$ cat config.mk
export PLATFORM = sky130hd
export DESIGN_NAME = hex_keypad_entry
export DESIGN_NICKNAME = d
export VERILOG_FILES = /design/src/rtl/hex_keypad_entry_pkg.sv /design/src/rtl/hex_keypad_entry_decode.sv /design/src/rtl/hex_keypad_entry.sv
export SDC_FILE = /design/constraint.sdc
export NUM_CORES = 1
export LEC_CHECK = 0
export ABC_CLOCK_PERIOD_IN_PS = 3800
export CAP_MARGIN = 10
export CORE_MARGIN = 2
export CORE_UTILIZATION = 25
export DETAILED_ROUTE_END_ITERATION = 16
export PLACE_DENSITY = 0.53
export SLEW_MARGIN = 20
export SYNTH_ARGS = -nofsm -noshare
export SYNTH_HDL_FRONTEND = slang
export SYNTH_SLANG_ARGS = --single-unit
$ cat constraint.sdc
create_clock -name clk -period 3.8 [get_ports clk]
set_clock_uncertainty 0.2 [all_clocks]
set_input_delay 0.76 -clock clk [delete_from_list [all_inputs] [get_ports clk]]
set_output_delay 0.76 -clock clk [all_outputs]
set_load 0.02 [all_outputs]
$ cat src/rtl/hex_keypad_entry_pkg.sv
// Shared types and constants for the hex keypad entry block.
// Holds the state encoding, default timing parameters and the key map.
package hex_keypad_entry_pkg;

  typedef enum logic [1:0] {
    ST_SCAN     = 2'd0,
    ST_DEBOUNCE = 2'd1,
    ST_PRESSED  = 2'd2,
    ST_RELEASE  = 2'd3
  } state_e;

  localparam int SCAN_DIV_DEF     = 100000;
  localparam int DEBOUNCE_CNT_DEF = 2000000;

  // Indexed by {row, col}.
  localparam logic [3:0] KEY_MAP [16] = '{
    4'h1, 4'h2, 4'h3, 4'hA,
    4'h4, 4'h5, 4'h6, 4'hB,
    4'h7, 4'h8, 4'h9, 4'hC,
    4'h0, 4'hF, 4'hE, 4'hD
  };

  // True when exactly one active-low column is asserted.
  function automatic logic one_cold(input logic [3:0] v);
    return (v == 4'b1110) || (v == 4'b1101) || (v == 4'b1011) || (v == 4'b0111);
  endfunction

endpackage

$ cat src/rtl/hex_keypad_entry_decode.sv
// Combinational key decoder: row index plus one-hot column to hex value.
// A column pattern that is not one-hot decodes as column 0.
module keypad_decode
  import hex_keypad_entry_pkg::*;
(
  input  logic [1:0] row_idx_i,
  input  logic [3:0] col_onehot_i,
  output logic [3:0] key_o
);

  logic [1:0] col_idx;

  always_comb begin
    col_idx = 2'd0;
    case (col_onehot_i)
      4'b0010: col_idx = 2'd1;
      4'b0100: col_idx = 2'd2;
      4'b1000: col_idx = 2'd3;
      default: col_idx = 2'd0;
    endcase
    key_o = KEY_MAP[{row_idx_i, col_idx}];
  end

endmodule

$ cat src/rtl/hex_keypad_entry.sv
// Scans a 4x4 active-low keypad, debounces presses and releases, and shifts
// accepted hex digits into an 8-digit entry register.
//
// state       | meaning
// ST_SCAN     | rotate rows, sample columns in last cycle of each row slot
// ST_DEBOUNCE | row held, captured column pattern must stay stable
// ST_PRESSED  | single cycle: key accepted, key_valid pulses
// ST_RELEASE  | row held until all columns stay high long enough
module hex_keypad_entry
  import hex_keypad_entry_pkg::*;
#(
  parameter int SCAN_DIV     = SCAN_DIV_DEF,
  parameter int DEBOUNCE_CNT = DEBOUNCE_CNT_DEF
) (
  input  logic        clk,
  input  logic        rst,
  input  logic [3:0]  col_in,
  input  logic        clear,
  output logic [3:0]  row_out,
  output logic [31:0] data_out,
  output logic [3:0]  digit_count,
  output logic        key_valid,
  output logic [3:0]  key_code
);

  localparam int SCAN_W = (SCAN_DIV > 1) ? $clog2(SCAN_DIV) : 1;
  localparam int DEB_W  = (DEBOUNCE_CNT > 1) ? $clog2(DEBOUNCE_CNT) : 1;
  localparam logic [SCAN_W-1:0] SCAN_LOAD = SCAN_W'(SCAN_DIV - 1);
  localparam logic [DEB_W-1:0]  DEB_LOAD  = DEB_W'(DEBOUNCE_CNT - 1);

  logic [3:0]        col_meta_q, col_s_q;
  state_e            state_q, state_d;
  logic [1:0]        row_q, row_d;
  logic [SCAN_W-1:0] scan_cnt_q, scan_cnt_d;
  logic [DEB_W-1:0]  deb_cnt_q, deb_cnt_d;
  logic [3:0]        cap_col_q, cap_col_d;
  logic [31:0]       data_q, data_d;
  logic [3:0]        count_q, count_d;
  logic [3:0]        key_code_q, key_code_d;
  logic [3:0]        key_dec;
  logic              accept;

  keypad_decode u_decode (
    .row_idx_i    (row_q),
    .col_onehot_i (~cap_col_q),
    .key_o        (key_dec)
  );

  always_ff @(posedge clk) begin
    if (rst) begin
      col_meta_q <= 4'hF;
      col_s_q    <= 4'hF;
      state_q    <= ST_SCAN;
      row_q      <= 2'd0;
      scan_cnt_q <= SCAN_LOAD;
      deb_cnt_q  <= DEB_LOAD;
      cap_col_q  <= 4'hF;
      data_q     <= '0;
      count_q    <= '0;
      key_code_q <= '0;
    end else begin
      col_meta_q <= col_in;
      col_s_q    <= col_meta_q;
      state_q    <= state_d;
      row_q      <= row_d;
      scan_cnt_q <= scan_cnt_d;
      deb_cnt_q  <= deb_cnt_d;
      cap_col_q  <= cap_col_d;
      data_q     <= data_d;
      count_q    <= count_d;
      key_code_q <= key_code_d;
    end
  end

  always_comb begin
    state_d    = state_q;
    row_d      = row_q;
    scan_cnt_d = scan_cnt_q;
    deb_cnt_d  = deb_cnt_q;
    cap_col_d  = cap_col_q;
    data_d     = data_q;
    count_d    = count_q;
    key_code_d = key_code_q;
    accept     = 1'b0;

    case (state_q)
      ST_SCAN: begin
        if (scan_cnt_q == '0) begin
          if (one_cold(col_s_q)) begin
            cap_col_d = col_s_q;
            deb_cnt_d = DEB_LOAD;
            state_d   = ST_DEBOUNCE;
          end else begin
            row_d      = row_q + 2'd1;
            scan_cnt_d = SCAN_LOAD;
          end
        end else begin
          scan_cnt_d = scan_cnt_q - 1'b1;
        end
      end
      ST_DEBOUNCE: begin
        if (col_s_q != cap_col_q) begin
          state_d    = ST_SCAN;
          row_d      = row_q + 2'd1;
          scan_cnt_d = SCAN_LOAD;
        end else if (deb_cnt_q == '0) begin
          state_d = ST_PRESSED;
          accept  = 1'b1;
        end else begin
          deb_cnt_d = deb_cnt_q - 1'b1;
        end
      end
      ST_PRESSED: begin
        state_d   = ST_RELEASE;
        deb_cnt_d = DEB_LOAD;
      end
      ST_RELEASE: begin
        if (col_s_q != 4'hF) begin
          deb_cnt_d = DEB_LOAD;
        end else if (deb_cnt_q == '0) begin
          state_d    = ST_SCAN;
          row_d      = row_q + 2'd1;
          scan_cnt_d = SCAN_LOAD;
        end else begin
          deb_cnt_d = deb_cnt_q - 1'b1;
        end
      end
      default: state_d = ST_SCAN;
    endcase

    // Registering on entry makes the new digit visible during the PRESSED cycle.
    if (accept) begin
      key_code_d = key_dec;
      data_d     = {data_q[27:0], key_dec};
      count_d    = (count_q == 4'd8) ? 4'd8 : count_q + 4'd1;
    end
    if (clear) begin
      data_d  = '0;
      count_d = '0;
    end
  end

  assign row_out     = ~(4'b0001 << row_q);
  assign data_out    = data_q;
  assign digit_count = count_q;
  assign key_valid   = (state_q == ST_PRESSED);
  assign key_code    = key_code_q;

endmodule

==> results.json, run 1 <==
{
  "antenna_found_initial": 0,
  "worstPathCellList": "inv_1 -> ha_1 -> or3b_2 -> nor4_4 -> nor4b_4 -> nand4_1 -> xor2_1 -> nor2_1",
  "synth_cells": 526,
  "p_int_w": 0.001519,
  "dieArea_um2": 18660,
  "wl_um": 10740,
  "slew_headroom": 0.3649,
  "cts_root_buffer": "clkbuf_16",
  "synth_top_family_by_area": "simple AND/OR/NAND/NOR gates",
  "switching_power_w": 0.0004171,
  "ys_warn_count": 0,
  "die_w_um": 136.6,
  "synth-xor-area-share": 0.04384,
  "ctsHoldBuffers": 0,
  "drt_first_pass_iters": 4,
  "drc_errors": 0,
  "cp_slowest_cell": "nor4b_4",
  "grt_first_pass_wirelength_um": 17930,
  "antenna_cells": 0,
  "critical_path.top_delay_family": "simple AND/OR/NAND/NOR gates",
  "wire_per_inst_um": 13.44,
  "fin_crit_sh": 0.7825,
  "tritoncts": "built",
  "layout-drive-gt1-share": 0.08537,
  "grt_util_all_layers": 0.1179,
  "post_cts_buffers": 0,
  "powerDensity_nw_per_um2": 356.3,
  "cts_repair_resize_count": 0,
  "grt_max_degree": 37,
  "leakagePower_nw": 1.812,
  "hold_viol": 0,
  "vias": 3844,
  "critPathKind": "reg2reg",
  "cts_max_level": 3,
  "cts.sinks": 94,
  "yosysTopAreaCell": "dfxtp_1",
  "seqPwrFrac": 0.516,
  "row_count": 48,
  "min_path_type": "reg2reg",
  "path_max_fanout": 10,
  "outcome": "complete, no violations",
  "yosysSeqAreaShare": 0.4281,
  "synth-seq-cells": 94,
  "combPwrFrac": 0.025,
  "cp_num_buf_inv": 1,
  "cap_viol_max_count": 0,
  "hpwl_um": 7563,
  "holdWs_ns": 0.2093,
  "grt_overflow": 0,
  "grt_pass1_vias": 3690,
  "worst_slew_pin_slew_ns": 0.9508,
  "synth.mux.area_fraction": 0.01594,
  "cp.arrival_ns": 2.98,
  "synth_area_leaders": "dfxtp_1, nand2_1, a21oi_1",
  "ant_nets": 0,
  "synth_cell_types": 60,
  "initial_utilization": 0.2550,
  "cts.reportedPaths.clkPinSlew_ns": 0.07,
  "setup_violations": 0,
  "async_flop_share": 0,
  "boundaryPins": 52,
  "instances_no_fill": 799,
  "rsz0062_at_grt": "false",
  "dp_cells": 783,
  "drtIter0Drc": 174,
  "worstSetupStartpointType": "flip-flop",
  "ys.flop_type": "dfxtp_1",
  "synth_area_um2": 4395,
  "min_period_ns": 2.973,
  "nNetsFinal": 588,
  "cts_buffers": 9,
  "layout_setup_ws_ns": 0.8266,
  "port_buffers": 51,
  "gp_congestion": 0.8389,
  "drv_slew": 0,
  "core_area_um2": 17240,
  "yosys.area_share.simple": 0.2707,
  "place_ws_ns": 0.7800,
  "yosysTopAreaCellShare": 0.4281,
  "clk_latency_ns": 0.34,
  "swShare": 0.2154,
  "cpPeakStageDelay_ns": 0.60,
  "synth_edf_count": 0,
  "synthAdderAreaFrac": 0.03416,
  "viasPerCell": 4.811,
  "clock_path_buffers": 2,
  "clock.fmax_mhz": 336.3,
  "fin_tns_setup_ns": 0,
  "die_h_um": 136.6,
  "syn_avg_cell_area_um2": 8.356,
  "synth-compound-area-share": 0.1674,
  "synth_fp_nets": 545,
  "area_growth_pct": 23.63,
  "endpoint_kind": "flip-flop",
  "vdd_drop_max_v": 0.0001977,
  "crit_required_ns": 3.80,
  "pwr-share-clk": 0.459
}
[area by class of cell]
cell class	count	area, um2
tap	225	281.5
inverter	18	67.56
fill	1781	11800
clock buffer	10	229.0
multi-input combinational	387	2341
clock inverter	6	62.56
sequential	94	1882
timing repair buffer	59	570.5
[power by group through the flow]
| stage | Sequential (W) | Clock, W | Combinational (W) |
|---|---|---|---|
| after floorplan | 0.00102 | 0 | 0.0000323 |
| after global placement | 0.00102 | 0 | 0.0000487 |
| after detailed placement | 0.00102 | 0 | 0.0000494 |
| after CTS | 0.000998 | 0.000919 | 0.0000496 |
| after global routing | 0.000999 | 0.000958 | 0.0000545 |
| final | 0.000998 | 0.000889 | 0.0000488 |
[through the flow]
step | total power, W | utilization | instance area (um2)
5_1_grt | 0.002011 | 0.3153 | 5434
6_report | 0.001936 | 0.3153 | 5434
3_5_place_dp | 0.001070 | 0.2983 | 5142
2_1_floorplan | 0.001051 | - | 4395
3_3_place_gp | 0.001069 | 0.2983 | 5142
4_1_cts | 0.001967 | 0.3153 | 5434
[cells in the mapped netlist, types with 4 or more instances]
cell type / n
xor2_1: 14
inv_1: 18
mux2i_1: 7
ha_1: 12
o211ai_1: 9
nor3_1: 16
or4_1: 5
or2_2: 12
dfxtp_1: 94
nor4_1: 9
o21ai_0: 22
buf_2: 5
or3_1: 8
a21oi_1: 47
xnor2_1: 8
a211oi_1: 5
nand2_1: 93
nand4_1: 4
nor2_1: 39
nand3_1: 14
clkbuf_1: 21
[per-layer routing]
| metal | share of wire | GRT usage | vias to the layer above |
|---|---|---|---|
| li1 | - | - | 1945 |
| met2 | 0.45 | 0.1933 | 81 |
| met1 | 0.48 | 0.1508 | 1809 |
| met3 | 0.054 | 0.03259 | 9 |
| met4 | 0.0099 | 0.03530 | 0 |
| met5 | 0 | 0 | - |
[sequential cells by signal, indices dropped and copies added, names as in the netlist, named ones only]
| name | count |
|---|---|
| digit_count | 4 |
| data_out | 32 |
| col_s_q | 4 |
| cap_col_q | 4 |
| row_q | 2 |
| state_q | 1 |
| deb_cnt_q | 21 |
| scan_cnt_q | 17 |
| col_meta_q | 4 |
| key_code | 4 |
[final timing paths]
path                            slack, ns             end     startpoint  cells past startpoint
worst min-delay path                 0.21      col_s_q[1]  col_meta_q[1]                      1
worst min register to register       0.21      col_s_q[1]  col_meta_q[1]                      1
worst max register to register       0.83  digit_count[3]   deb_cnt_q[0]                      8
worst max-delay path                 0.83  digit_count[3]   deb_cnt_q[0]                      8
[cells in the final DEF, fill, tap and decap left out, types with 3 or more instances in the layout]
| cell type | Yosys | routed |
|---|---|---|
| nor2_1 | 39 | 38 |
| a21oi_1 | 47 | 47 |
| o21a_1 | 3 | 3 |
| nor3_1 | 16 | 16 |
| inv_1 | 18 | 18 |
| xor2_1 | 14 | 14 |
| o21ai_0 | 22 | 22 |
| nor4_1 | 9 | 9 |
| nand3b_1 | 3 | 3 |
| a211oi_1 | 5 | 5 |
| and3_1 | 3 | 3 |
| xnor2_1 | 8 | 8 |
| a21o_1 | 3 | 3 |
| o2111ai_1 | 3 | 3 |
| nand4b_1 | 3 | 3 |
| or2_2 | 12 | 12 |
| nand4_1 | 4 | 4 |
| nand3_1 | 14 | 14 |
| clkbuf_16 | 0 | 9 |
| o211ai_1 | 9 | 9 |
| or4_1 | 5 | 5 |
| mux2i_1 | 7 | 7 |
| ha_1 | 12 | 12 |
| nand2_1 | 93 | 93 |
| dfxtp_1 | 94 | 94 |
| or3_1 | 8 | 8 |
| and4_1 | 3 | 3 |
| clkdlybuf4s50_1 | 0 | 51 |
| clkinvlp_4 | 0 | 3 |
| buf_4 | 0 | 8 |
[logic make-up (layout without fill, tap and decap cells)]
family,after synthesis,after routing
AND/OR/NAND/NOR,230,230
adder cells (fa/ha/maj),12,12
AO/OA/AOI/OAI,116,116
multiplexers,7,7
buffers and inverters,45,93
XOR/XNOR,22,22
flip-flops,94,94
Power figures use the tool's default switching activity.
==> inputs of run 2 (changes only) <==
ABC_CLOCK_PERIOD_IN_PS = 3000   (was 3800)
clock period = 3 ns   (was 3.8 ns; I/O delays follow)
==> results.json, run 2 (synthesized netlist as in run 1, its figures left out) <==
{
  "cpPeakStageDelay_ns": 0.78,
  "hpwl_um": 7723,
  "outcome": "complete, no violations",
  "place_ws_ns": 0.2577,
  "antenna_cells": 0,
  "largest_register_ffs": 32,
  "grt_pass1_vias": 3685,
  "fin_tns_setup_ns": 0,
  "crit_required_ns": 3.01,
  "vias": 3904,
  "final_cell_mix": "dfxtp_1, nand2_1, clkdlybuf4s50_1, a21oi_1, nor2_1",
  "row_count": 48,
  "clock_path_buffers": 2,
  "clk_latency_ns": 0.34,
  "clock.fmax_mhz": 363.1,
  "vdd_drop_max_v": 0.0002673,
  "core_area_um2": 17240,
  "dp_cells": 791,
  "layout-drive-gt1-share": 0.09983,
  "die_h_um": 136.6,
  "cts_repair_resize_count": 0,
  "grt_max_degree": 37,
  "instances_no_fill": 806,
  "wl_um": 10810,
  "r2r_start": "scan_cnt_q[0]",
  "min_period_ns": 2.754,
  "wire_per_inst_um": 13.42,
  "viasPerCell": 4.844,
  "layout_setup_ws_ns": 0.2458,
  "port_buffers": 51,
  "cts.sinks": 94,
  "hold_viol": 0,
  "cts_buffers": 9,
  "rr_worst_depth": 8,
  "r2r-end": "scan_cnt_q[15]",
  "cts.reportedPaths.clkPinSlew_ns": 0.07,
  "drc_errors": 0,
  "ctsHoldBuffers": 0,
  "boundaryPins": 52,
  "ant_nets": 0,
  "final_area_um2": 5540,
  "min_path_type": "reg2reg",
  "initial_utilization": 0.2550,
  "slew_headroom": 0.3600,
  "post_cts_buffers": 0,
  "grt_first_pass_wirelength_um": 17880,
  "cap_viol_max_count": 0,
  "area_growth_pct": 26.05,
  "worst_slew_pin_slew_ns": 0.9601,
  "nNetsFinal": 596,
  "path_max_fanout": 10,
  "dieArea_um2": 18660,
  "antenna_found_initial": 0,
  "drtIter0Drc": 180,
  "drv_slew": 0,
  "cts_max_level": 3,
  "cp_slowest_cell": "a21oi_1",
  "worstSetupStartpointType": "flip-flop",
  "grt_util_all_layers": 0.1199,
  "die_w_um": 136.6,
  "crit_path_end": "scan_cnt_q[15]",
  "leakagePower_nw": 1.885,
  "cts_root_buffer": "clkbuf_16",
  "drt_first_pass_iters": 4,
  "powerDensity_nw_per_um2": 462.5,
  "critPathKind": "reg2reg",
  "gp_congestion": 0.8699,
  "rsz0062_at_grt": "false",
  "grt_overflow": 0,
  "endpoint_kind": "flip-flop",
  "setup_violations": 0,
  "cp.arrival_ns": 2.77,
  "layout_commonest_cell": "dfxtp_1",
  "finalPower_w": 0.002562,
  "worstPathCellList": "inv_1 -> ha_1 -> nor3b_1 -> and4_1 -> a21oi_1 -> o21ai_0 -> a211oi_1 -> a41oi_1",
  "tritoncts": "built",
  "critPathLaunch": "scan_cnt_q[0]",
  "worst-r2r-setup-slack_ns": 0.25,
  "placed_area_um2": 5215,
  "fin_crit_sh": 0.9181
}
-- run 2: cell type report --
| class | count | area (um2) |
|---|---|---|
| Fill cell | 1795 | 11700 |
| Tap cell | 225 | 281.5 |
| Multi-Input combinational cell | 387 | 2344 |
| Inverter | 18 | 67.56 |
| Sequential cell | 94 | 1882 |
| Clock inverter | 4 | 70.07 |
| Clock buffer | 11 | 252.7 |
| Timing Repair Buffer | 67 | 643.1 |
-- run 2: power by group --
part / total, W / switching, W / internal, W
registers: 0.00127 / 0.00000877 / 0.00126
logic: 0.0000621 / 0.0000372 / 0.0000249
clock network: 0.00124 / 0.000467 / 0.000768
total: 0.00256 / 0.000513 / 0.00205
-- run 2: worst min path at each step --
stage / from / endpoint / slack [ns] / depth (start not counted)
floorplan: col_meta_q[0] / col_s_q[0] / 0.19 / 1
global placement: col_meta_q[0] / col_s_q[0] / 0.20 / 1
detailed placement: col_meta_q[2] / col_s_q[2] / 0.20 / 1
CTS: col_meta_q[0] / col_s_q[0] / 0.21 / 1
global route: col_meta_q[0] / col_s_q[0] / 0.22 / 1
finish: col_meta_q[0] / col_s_q[0] / 0.21 / 1
-- run 2: worst max-delay path, delay by kind of cell (launching register included) --
| family | cells | cell delay [ns] |
|---|---|---|
| compound gates | 4 | 1.38 |
| fa+ha+maj | 1 | 0.23 |
| buf+inv | 1 | 0.07 |
| flops | 1 | 0.34 |
| simple gates | 2 | 0.41 |
-- run 2: per-layer routing --
metal	track usage	vias to the layer above	routed length, um
met3	0.03111	12	554
met2	0.1917	89	4863
met1	0.1536	1846	5240
li1	-	1957	-
met5	0	-	0
met4	0.04803	0	154
-- run 2: through the flow --
step                      hold WS (ns)  utilization
final                           0.2062       0.3214
after global routing            0.2235       0.3214
after CTS                       0.2121       0.3213
after detailed placement        0.2027       0.3026
after global placement          0.1993       0.3026
after floorplan                 0.1895            -
